[config.mk]
export PLATFORM = sky130hd
export DESIGN_NAME = instr_fetch_flat
export DESIGN_NICKNAME = d
export VERILOG_FILES = /design/src/rtl/instr_fetch_if.sv /design/src/rtl/instr_fetch.sv /design/src/flat_wrapper.sv
export SDC_FILE = /design/constraint.sdc
export NUM_CORES = 1
export LEC_CHECK = 0
export ABC_AREA = 1
export ABC_CLOCK_PERIOD_IN_PS = 1500
export CAP_MARGIN = 10
export CORE_MARGIN = 10
export CORE_UTILIZATION = 58
export DETAILED_ROUTE_END_ITERATION = 8
export DONT_BUFFER_PORTS = 1
export PLACE_DENSITY_LB_ADDON = 0.1
export SLEW_MARGIN = 10
export SYNTH_ARGS = -nofsm -noshare
export SYNTH_HDL_FRONTEND = slang
export SYNTH_SLANG_ARGS = --single-unit
[constraint.sdc]
create_clock -name clk -period 1.5 [get_ports clk]
set_input_delay 0.15 -clock clk [delete_from_list [all_inputs] [get_ports clk]]
set_output_delay 0.15 -clock clk [all_outputs]
set_load 0.05 [all_outputs]
[src/rtl/instr_fetch_if.sv]
// instr_fetch_if: bundles the instruction-memory port, hazard/redirect
// inputs and the IF/ID pipeline register outputs of the fetch stage.
// The master modport is the fetch stage; the slave modport is its surroundings
// (instruction memory, hazard unit, branch resolution and the ID stage).
interface instr_fetch_if;
  logic [31:0] imem_addr;
  logic        imem_en;
  logic [31:0] imem_rdata;
  logic        stall;
  logic        branch_taken;
  logic [31:0] branch_target;
  logic [31:0] if_id_ir;
  logic [31:0] if_id_npc;
  logic        if_id_valid;
  logic        halted;

  modport master (
    output imem_addr,
    output imem_en,
    output if_id_ir,
    output if_id_npc,
    output if_id_valid,
    output halted,
    input  imem_rdata,
    input  stall,
    input  branch_taken,
    input  branch_target
  );

  modport slave (
    input  imem_addr,
    input  imem_en,
    input  if_id_ir,
    input  if_id_npc,
    input  if_id_valid,
    input  halted,
    output imem_rdata,
    output stall,
    output branch_taken,
    output branch_target
  );
endinterface

[src/rtl/instr_fetch.sv]
// instr_fetch: IF stage of the 32-bit MIPS pipeline.
// Holds the PC, drives the instruction-memory address and captures the
// fetched word plus its pc+4 into the IF/ID register. Priority per edge:
// rst, branch redirect (flushes IF/ID), stall (holds everything), fetch.
// Optional feature macro: INSTR_FETCH_HALT_DETECT_EN
//   defined   - a fetched HALT (opcode 6'b111111) moves the stage to HALTED,
//               where PC holds and bubbles are issued until rst or a branch.
//   undefined - HALT words are fetched like any other instruction and
//               halted is tied low.
module instr_fetch #(
  parameter logic [31:0] RESET_PC = 32'h0000_0000
) (
  input  logic          clk,
  input  logic          rst,
  instr_fetch_if.master bus
);

  typedef enum logic {
    S_FETCH  = 1'b0,
    S_HALTED = 1'b1
  } state_e;

  localparam logic [5:0] HALT_OPCODE = 6'b111111;

  state_e      state_q;
  logic [31:0] pc_q;
  logic [31:0] ir_q;
  logic [31:0] npc_q;
  logic        valid_q;

  // Sequential increment wraps silently at the top of the address space.
  logic [31:0] pc_plus4;
  // Redirect address is always word aligned; the low two bits are dropped.
  logic [31:0] redirect_pc;

  assign pc_plus4    = pc_q + 32'd4;
  assign redirect_pc = bus.branch_target & 32'hFFFF_FFFC;

`ifdef INSTR_FETCH_HALT_DETECT_EN
  logic is_halt;
  assign is_halt = (bus.imem_rdata[31:26] == HALT_OPCODE);
`endif

  // Single-process FSM: PC, state and IF/ID register all update here.
  always_ff @(posedge clk) begin
    if (rst) begin
      pc_q    <= RESET_PC;
      state_q <= S_FETCH;
      ir_q    <= 32'h0;
      npc_q   <= 32'h0;
      valid_q <= 1'b0;
    end else if (bus.branch_taken) begin
      // Redirect wins over stall and cancels a wrong-path HALT.
      pc_q    <= redirect_pc;
      state_q <= S_FETCH;
      ir_q    <= 32'h0;
      valid_q <= 1'b0;
    end else if (!bus.stall) begin
      case (state_q)
        S_FETCH: begin
          ir_q    <= bus.imem_rdata;
          npc_q   <= pc_plus4;
          valid_q <= 1'b1;
          pc_q    <= pc_plus4;
`ifdef INSTR_FETCH_HALT_DETECT_EN
          // The HALT itself is latched as valid so it drains downstream once.
          if (is_halt) begin
            state_q <= S_HALTED;
          end
`endif
        end
        S_HALTED: begin
          ir_q    <= 32'h0;
          valid_q <= 1'b0;
        end
        default: begin
          state_q <= S_FETCH;
        end
      endcase
    end
  end

  assign bus.imem_addr   = pc_q;
  assign bus.if_id_ir    = ir_q;
  assign bus.if_id_npc   = npc_q;
  assign bus.if_id_valid = valid_q;
  // Without halt detection the state never leaves FETCH, so this reduces
  // to !stall in that build.
  assign bus.imem_en     = (state_q == S_FETCH) && !bus.stall;

`ifdef INSTR_FETCH_HALT_DETECT_EN
  assign bus.halted = (state_q == S_HALTED);
`else
  assign bus.halted = 1'b0;
`endif

endmodule

[src/flat_wrapper.sv]
// flat-port wrapper written by rule: the top's interface ports become plain ports
module instr_fetch_flat 
#(
  parameter logic [31:0] RESET_PC = 32'h0000_0000
)
  (clk, rst, bus_imem_addr, bus_imem_en, bus_if_id_ir, bus_if_id_npc, bus_if_id_valid, bus_halted, bus_imem_rdata, bus_stall, bus_branch_taken, bus_branch_target);
  instr_fetch_if bus_i ();
  input  logic clk;
  input  logic rst;
  output wire logic [$bits(bus_i.imem_addr)-1:0] bus_imem_addr;
  output wire logic [$bits(bus_i.imem_en)-1:0] bus_imem_en;
  output wire logic [$bits(bus_i.if_id_ir)-1:0] bus_if_id_ir;
  output wire logic [$bits(bus_i.if_id_npc)-1:0] bus_if_id_npc;
  output wire logic [$bits(bus_i.if_id_valid)-1:0] bus_if_id_valid;
  output wire logic [$bits(bus_i.halted)-1:0] bus_halted;
  input wire logic [$bits(bus_i.imem_rdata)-1:0] bus_imem_rdata;
  input wire logic [$bits(bus_i.stall)-1:0] bus_stall;
  input wire logic [$bits(bus_i.branch_taken)-1:0] bus_branch_taken;
  input wire logic [$bits(bus_i.branch_target)-1:0] bus_branch_target;
  assign bus_imem_addr = bus_i.imem_addr;
  assign bus_imem_en = bus_i.imem_en;
  assign bus_if_id_ir = bus_i.if_id_ir;
  assign bus_if_id_npc = bus_i.if_id_npc;
  assign bus_if_id_valid = bus_i.if_id_valid;
  assign bus_halted = bus_i.halted;
  assign bus_i.imem_rdata = bus_imem_rdata;
  assign bus_i.stall = bus_stall;
  assign bus_i.branch_taken = bus_branch_taken;
  assign bus_i.branch_target = bus_branch_target;
  instr_fetch #(.RESET_PC(RESET_PC)) u_core (.clk(clk), .rst(rst), .bus(bus_i));
endmodule
Word-level counts from Yosys, hierarchy flattened. Cells that the tools add are included.

Bits in registers: 97. Bits of input ports: 68. Logic and storage cells: 14.

Add/subtract/negate cells: 1. Eq/ne operators: 1. Muxes and demuxes: 2. Bitwise gates (word level): 2. Reductions and logical operators: 3.

Operators with widths (number): $mux 32 (2); $add 32x3->32 const B (1); $ne 2x1->1 const B (1); $not 1->1 (2); $reduce_and 2->1 (1); $reduce_or 2->1 (1); $logic_not 1->1 (1).

Logic depth before layout (Yosys ltp). Gate-level depths: netlist of run 1.

Depth in word-level cells: 3. Depth in mapped cells: 10. Depth with buffers taken out: 10.

Least setup slack after synthesis of run 1. Ideal clock, no wire load.

Path kind: reg-to-reg. From: register u_core.pc_q[2] (netlist: u_core.bus.imem_addr[2]). To: register u_core.npc_q[18] (netlist: u_core.bus.if_id_npc[18]). Library setup time: 0.070 ns. Arrival time: 1.754 ns. Required time: 1.430 ns. Slack: -0.324 ns. Stages on the path, launching flop included: 9. Path buffers: 0. Period minus slack after synthesis: 1.824 ns. Cells stage by stage: dfxtp_1 ha_1 nand2_1 nor2_4 nand2_4 nor2_2 xor2_1 nand2_1 a21oi_1.

Longest elaborated chain between the ends: 1.

Ends and longest elaborated chain: start, declared (line instr_fetch.sv:26) `logic [31:0] pc_q;`; start signal, assigned (line instr_fetch.sv:54) `pc_q <= redirect_pc;`; start signal, assigned (line instr_fetch.sv:64) `pc_q <= pc_plus4;`; $add 32x3->32 (line instr_fetch.sv:36) `assign pc_plus4 = pc_q + 32'd4;`; end signal, assigned (line instr_fetch.sv:62) `npc_q <= pc_plus4;`; end, declared (line instr_fetch.sv:28) `logic [31:0] npc_q;`.

No other way between the ends. A chain may end at the register's enable or synchronous reset.

Worst setup path after layout of run 1.
From: register u_core.pc_q[2] (netlist: u_core.bus.imem_addr[2]). To: register u_core.npc_q[20] (netlist: u_core.bus.if_id_npc[20]).

Same word-level chain as after synthesis.

==> results of run 1 <==
[timing repair]
| action | in CTS | in global routing |
|---|---|---|
| buffers inserted | 1 | 3 |
| gates resized for setup | 5 | 37 |
| hold endpoints to repair | 92 | 0 |
| cloned | 0 | 0 |
| setup endpoints to repair | 5 | 74 |
| pin swaps | 1 | 4 |
| hold buffers | 53 | 0 |
[worst register-to-register path: stages (launching register included)]
cell      delay (ns)
dfxtp_4         0.39
ha_4            0.16
nand2_2         0.08
nor2_4          0.15
nand3b_1        0.17
o21ai_1         0.19
nand3_1         0.11
a21oi_1         0.15
[area by class of cell]
| class | count | area (sq um) | share of cell area, % |
|---|---|---|---|
| multi-input cells | 450 | 2160 | 36.4 |
| flip-flops and latches | 93 | 1900 | 32.1 |
| repair buffers | 158 | 1340 | 22.6 |
| inverters | 51 | 191 | 3.23 |
| clock buffers | 10 | 149 | 2.51 |
| well taps | 99 | 124 | 2.09 |
| clock inverters | 6 | 63.8 | 1.08 |
[placed cells by master (no fill, tap or decap), types with 3 or more instances in the layout]
cell type      Yosys  routed
nand3_1           22      21
a21oi_1           87      85
buf_4              6     104
nand2_2            1       8
inv_2              2       3
dfxtp_1           93      68
clkbuf_8           0       9
nor2_1            43      29
o21ai_0           21      19
nand2_1          229     222
xor2_1             6       6
nor2_4             4      14
dlygate4sd3_1      0      51
dfxtp_4            0       4
conb_1             1       5
a31oi_1            8       8
nor2_2             9      13
dfxtp_2            0      21
inv_1             48      47
o21ai_1            1       3
a22o_1             6       6
[flip-flops by register name (all words and copies together), names as in the netlist]
register / cells
u_core.bus.if_id_ir: 32
u_core.bus.if_id_npc: 30
u_core.bus.if_id_valid: 1
u_core.bus.imem_addr: 30
[per-layer routing]
layer / wire (microns) / GRT usage (%) / part of all wire [%] / up-vias
met4: 573 / 12.8 / 3.7 / 0
met5: 0 / 0 / 0 / -
met3: 1690 / 10.6 / 11 / 51
met2: 7680 / 45.2 / 49 / 246
met1: 5570 / 26.8 / 36 / 2206
li1: - / - / - / 2247
[through the flow]
step / std cells / TNS [ns] / hold slack (ns) / setup WS [ns] / power [uW]
6_report: 867 / 0 / 0.0200 / 0.0370 / 5540
5_1_grt: 867 / -0.381 / 0.0307 / -0.0578 / 5700
4_1_cts: 864 / 0 / 0.0212 / 0.000782 / 5480
3_5_place_dp: 794 / -0.00117 / 0.227 / -0.00117 / 3570
3_3_place_gp: 794 / 0 / 0.226 / 0.0421 / 3550
2_1_floorplan: 627 / 0 / 0.293 / 0.00625 / 3370
[where the power goes]
part	internal [uW]	total, uW	switching (uW)
sequential	2570	2650	80.6
combinational	343	1060	720
clock	879	1830	947
[cell families (layout without fill, tap and decap cells)]
kind of cell | count (synthesis) | after routing
compound gates | 124 | 124
buf+inv | 84 | 225
other cells | 1 | 5
flops | 93 | 93
fa+ha+maj | 1 | 1
simple gates | 312 | 312
xor+xnor | 8 | 8
[worst paths after layout]
| path | slack (ns) | depth (start not counted) | end |
|---|---|---|---|
| hold reg to reg | 0.47 | 2 | u_core.bus.if_id_npc[12]$_SDFFE_PP0P_ |
| setup reg to reg | 0.04 | 7 | u_core.bus.if_id_npc[20]$_SDFFE_PP0P_ |
| hold / removal | 0.02 | 4 | u_core.bus.imem_addr[20]$_SDFFE_PP0P_ |
| setup / recovery | 0.04 | 7 | u_core.bus.if_id_npc[20]$_SDFFE_PP0P_ |
==> metrics, run 1 <==
outcome=finished clean; highest-delay cell along the critical path=dfxtp_4; Fin Clk Skew=0.0115 ns; synthesized cell area=approximately 0.0042 sq mm; max-slew violation count=0; fillers=between 400 and 500; instance count of the mapped netlist=~620; post-DR wirelength/cell=~18 microns; global-route usage over all layers=around a quarter; proportion of synthesized chip area in sequential cells=approximately 44%; chain of cells forming the critical path=ha_4, nand2_2, nor2_4, nand3b_1, o21ai_1, nand3_1, a21oi_1; gpl congestion=between 0.9 and 1; start of the worst register-to-register path=u_core.bus.imem_addr[2]$_SDFFE_PP0P_; count of final setup violators=0; Max H-tree Level=3; crit path launch type=flop; DIE HEIGHT=105 microns; Die Wd=105 microns; number of vias per cell=5.48; top cell types by occurrence after synthesis=nand2_1 (229), dfxtp_1 (93), a21oi_1 (87); Initial Utilization=58.9%; global-route wire length before repair=about 24000 microns; total detailed-routing wirelength=between 15000 and 20000 microns; HP Start=bus_branch_target[20]; max-cap violation count=0; post-synthesis adder-cell area fraction=less than 1%; largest net degree at the start of global routing=60; HPWL after detailed placement=between 9000 and 10000 microns; crit-path leading delay family=simple AND/OR/NAND/NOR gates; site row count=31; Worst-path clk slew=roughly 0.090 ns; power density normalized to cell area=between 900 and 1000 mW/mm^2; Leak=roughly 0.0025 uW; area of the core=~0.007 sq mm; setup repair after global routing missed its margin=true; total CTS buffers=9; clock buffer depth=2; final instance area=0.00593 sq mm; share of async-settable or async-resettable flops after synthesis=0%; fraction of synthesized cell area in xor and xnor cells=roughly 1.7%; compound-gate portion of the synthesized area=15.5%; share of layout cells above drive strength 1=about 25%; average cell area after synthesis=6.78 sq um; simple-gate area share of the yosys netlist=30.2%; final worst path period need=about 1.5 ns; worst relative slew slack=about a fifth; clock latency on the worst-skew pair=around 0.38 ns; class of the tightest hold or removal check=input port to flop; area overhead of the layout relative to synthesis=40.5%; fmax=between 600 and 700 MHz; mux cell area share after synthesis=0%; leading area contributor after synthesis=dfxtp_1; largest family of logic cells by synthesized area=simple AND/OR/NAND/NOR gates; post-route fraction of the period consumed by the critical path=97.5%; Clock Sink Count=between 90 and 100; pin slew with the least headroom to its limit=between 1 and 1.5 ns; Post-Route Utilization=82.7%; IO Pins=between 150 and 200; number of global-route vias before repair=slightly below 5000; DRC violation total after the first TritonRoute iteration=325; Synth Flop Type=dfxtp_1; most numerous cell in the Yosys netlist=nand2_1; number of port buffers=0; initial antenna violation count=0; Post-synth EDFFs=0; number of antenna repair diodes=0; endpoint class of the critical path=flop; count of cell types in the netlist=27; clock tree from TritonCTS=built; crit path DAT=between 1.5 and 2 ns; worst path bufs/invs=0; overall via count from detail_route=4750; count of warnings emitted by yosys=0; Final ANT Viol Nets=0; critical path required time=roughly 1.8 ns; post-detailed-route DRC marker count=0; delay of the slowest critical-path stage=0.39 ns; area fraction of the dominant cell type after synthesis=between 40% and 50%; net count reported at finish=between 800 and 900; number of hold-slack violations in the final timing report=0; worst setup path startpoint=u_core.bus.imem_addr[2]$_SDFFE_PP0P_; leading post-synthesis cells by cell area=dfxtp_1 (44%), nand2_1 (20%), a21oi_1 (10%); first drt pass iteration count=5; Setup Crit Path Kind=flop to flop; instance area at placement=~0.005 sq mm; Max Fanout on Critical Path=5; total grt overflow=0; Yosys reg bits=just over 90; Clock Root Buffer=clkbuf_8; Worst IR Drop VDD=833 uV; area of the die=about 0.011 sq mm
No activity file was read; power rests on OpenSTA's default activity.
==> run 2, diff against run 1 <==
==> constraint.sdc (replaced) <==
create_clock -name clk -period 1.5 [get_ports clk]
set_input_delay 0.15 -clock clk [delete_from_list [all_inputs] [get_ports clk]]
set_output_delay 0.15 -clock clk [all_outputs]
set_load 0.02 [all_outputs]
==> run 2 against run 1 <==
Against the previous run:
- combinational power fell by 39%
- via count fell by 10%
- highest routed layer unchanged
- clock power fell by 5%
- register-to-register slack improved by 0.02 ns
- sequential cell count did not move
- fmax rose by 1.1%
- clock skew barely moved
- wire length fell by 12%
- largest power group unchanged
- power fell by 7.7%
- sequential share of layout area rose by 2.7 points
- count of clock-buffer cells in the layout did not move
==> metrics, run 2 (synthesis gave the netlist of run 1 again) <==
outcome=finished clean; max-cap violation count=0; post-detailed-route DRC marker count=0; leading cell type in the layout, fill and taps excluded=nand2_1; DIE HEIGHT=roughly 110 microns; HPWL after detailed placement=9290 microns; area overhead of the layout relative to synthesis=28.3%; Clock Sink Count=93; number of global-route vias before repair=about 4300; global-route usage over all layers=23.6%; total detailed-routing wirelength=around 14000 microns; initial antenna violation count=0; pin slew with the least headroom to its limit=between 1 and 1.5 ns; number of hold-slack violations in the final timing report=0; sequential share of power=between 50% and 60%; total grt overflow=0; total placed cells including tap cells=about 740; crit path launch type=flop; setup repair after global routing missed its margin=true; class of the tightest hold or removal check=input port to flop; overall via count from detail_route=about 4300; max-slew violation count=0; clock buffer depth=2; post-DR wirelength/cell=~17 microns; Max Fanout on Critical Path=5; first drt pass iteration count=5; Sw Share=28.1%; share of layout cells above drive strength 1=17.1%; final worst path period need=~1.4 ns; number of antenna repair diodes=0; total CTS buffers=9; largest net degree at the start of global routing=60; Setup Crit Path Kind=flop to flop; post-route fraction of the period consumed by the critical path=between 90% and 100%; Fin Clk Skew=~0.011 ns; number of standard cells in the final layout excluding fillers=807; IO Pins=around 170; count of final setup violators=0; highest-count cells in the layout ignoring fill and taps=nand2_1 (225), a21oi_1 (86), dfxtp_1 (78), inv_1 (48), dlygate4sd3_1 (48); power density normalized to cell area=approximately 940 mW/mm^2; Max H-tree Level=3; power after layout=a little over 5000 uW; endpoint class of the critical path=flop; Die Wd=105 microns; Worst IR Drop VDD=about 600 uV; number of vias per cell=between 5 and 6; combinational share of power=roughly an eighth; worst relative slew slack=~29%; Final ANT Viol Nets=0; clock latency on the worst-skew pair=~0.36 ns; area of the core=roughly 0.0072 sq mm; fraction of power consumed by the clock network=about a third; Post-Route Utilization=75.5%; crit path DAT=1.74 ns; site row count=31; Initial Utilization=between 50% and 60%; number of port buffers=0; switching power of the nets=1430 uW; net count reported at finish=a little under 800; Worst-path clk slew=roughly 0.090 ns; Largest register FFs=32; DRC violation total after the first TritonRoute iteration=a little over 200; clock tree from TritonCTS=built; cell-internal power=roughly 3700 uW; fmax=about 690 MHz; area of the die=approximately 0.011 sq mm; Leak=between 0.002 and 0.0025 uW; critical path required time=1.79 ns; gpl congestion=a little under 0.9; global-route wire length before repair=21700 microns; Clock Root Buffer=clkbuf_8
## run 2: what timing repair did
item                       4_1_cts  5_1_grt
pin swaps                        1       11
setup buffers                    1        3
setup endpoints to repair        8       72
hold buffers                    50        0
hold endpoints to repair        92        0
gates resized for setup          2       46
## run 2: worst max-delay path, stage by stage (launching register included)
cell,delay (ns)
dfxtp_2,0.35
ha_2,0.21
nand2_2,0.09
nor2_4,0.14
nand2_4,0.10
nor2_4,0.14
nand2_1,0.06
nand2_1,0.06
nand3_1,0.08
a21oi_1,0.16
## run 2: power groups by stage
stage / Clock [uW] / Sequential [uW] / Combinational (uW)
2_1_floorplan: 0 / 2820 / 314
3_3_place_gp: 0 / 2770 / 472
3_5_place_dp: 0 / 2770 / 484
4_1_cts: 1770 / 2710 / 630
5_1_grt: 1840 / 2730 / 717
6_report: 1740 / 2720 / 651
## run 2: stage by stage
stage                     setup TNS, ns  setup slack [ns]  hold slack [ns]  instance area (sq um)
after global routing             -0.388           -0.0563           0.0309                   5420
after CTS                       -0.0519           -0.0141          0.00417                   5280
after global placement                0            0.0245            0.231                   4540
after detailed placement              0           0.00186            0.232                   4540
final                                 0            0.0532           0.0186                   5420
after floorplan                       0            0.0519            0.293                   4240
## run 2: worst paths after layout
| check | startpoint | end | slack, ns | cells past startpoint |
|---|---|---|---|---|
| setup / recovery | u_core.bus.imem_addr[3]$_SDFFE_PP0P_ | u_core.bus.if_id_npc[22]$_SDFFE_PP0P_ | 0.05 | 9 |
| hold / removal | bus_branch_target[3] | u_core.bus.imem_addr[3]$_SDFFE_PP0P_ | 0.02 | 4 |
| setup reg to reg | u_core.bus.imem_addr[3]$_SDFFE_PP0P_ | u_core.bus.if_id_npc[22]$_SDFFE_PP0P_ | 0.05 | 9 |
| hold reg to reg | u_core.bus.imem_addr[14]$_SDFFE_PP0P_ | u_core.bus.imem_addr[14]$_SDFFE_PP0P_ | 0.55 | 2 |
## run 2: layer usage
| metal | vias to the layer above | GRT usage, % | part of all wire, % |
|---|---|---|---|
| met5 | - | 0 | 0 |
| li1 | 2117 | - | - |
| met1 | 1958 | 24.6 | 38 |
| met4 | 0 | 7.35 | 1.8 |
| met2 | 174 | 42.2 | 50 |
| met3 | 22 | 9.87 | 10 |
## run 2: cell type report
| type | instances | area (sq um) |
|---|---|---|
| Multi-Input combinational cell | 450 | 2130 |
| Timing Repair Buffer | 98 | 885 |
| Inverter | 51 | 191 |
| Clock inverter | 6 | 68.8 |
| Fill cell | 545 | 1760 |
| Sequential cell | 93 | 1880 |
| Clock buffer | 10 | 138 |
| Tap cell | 99 | 124 |
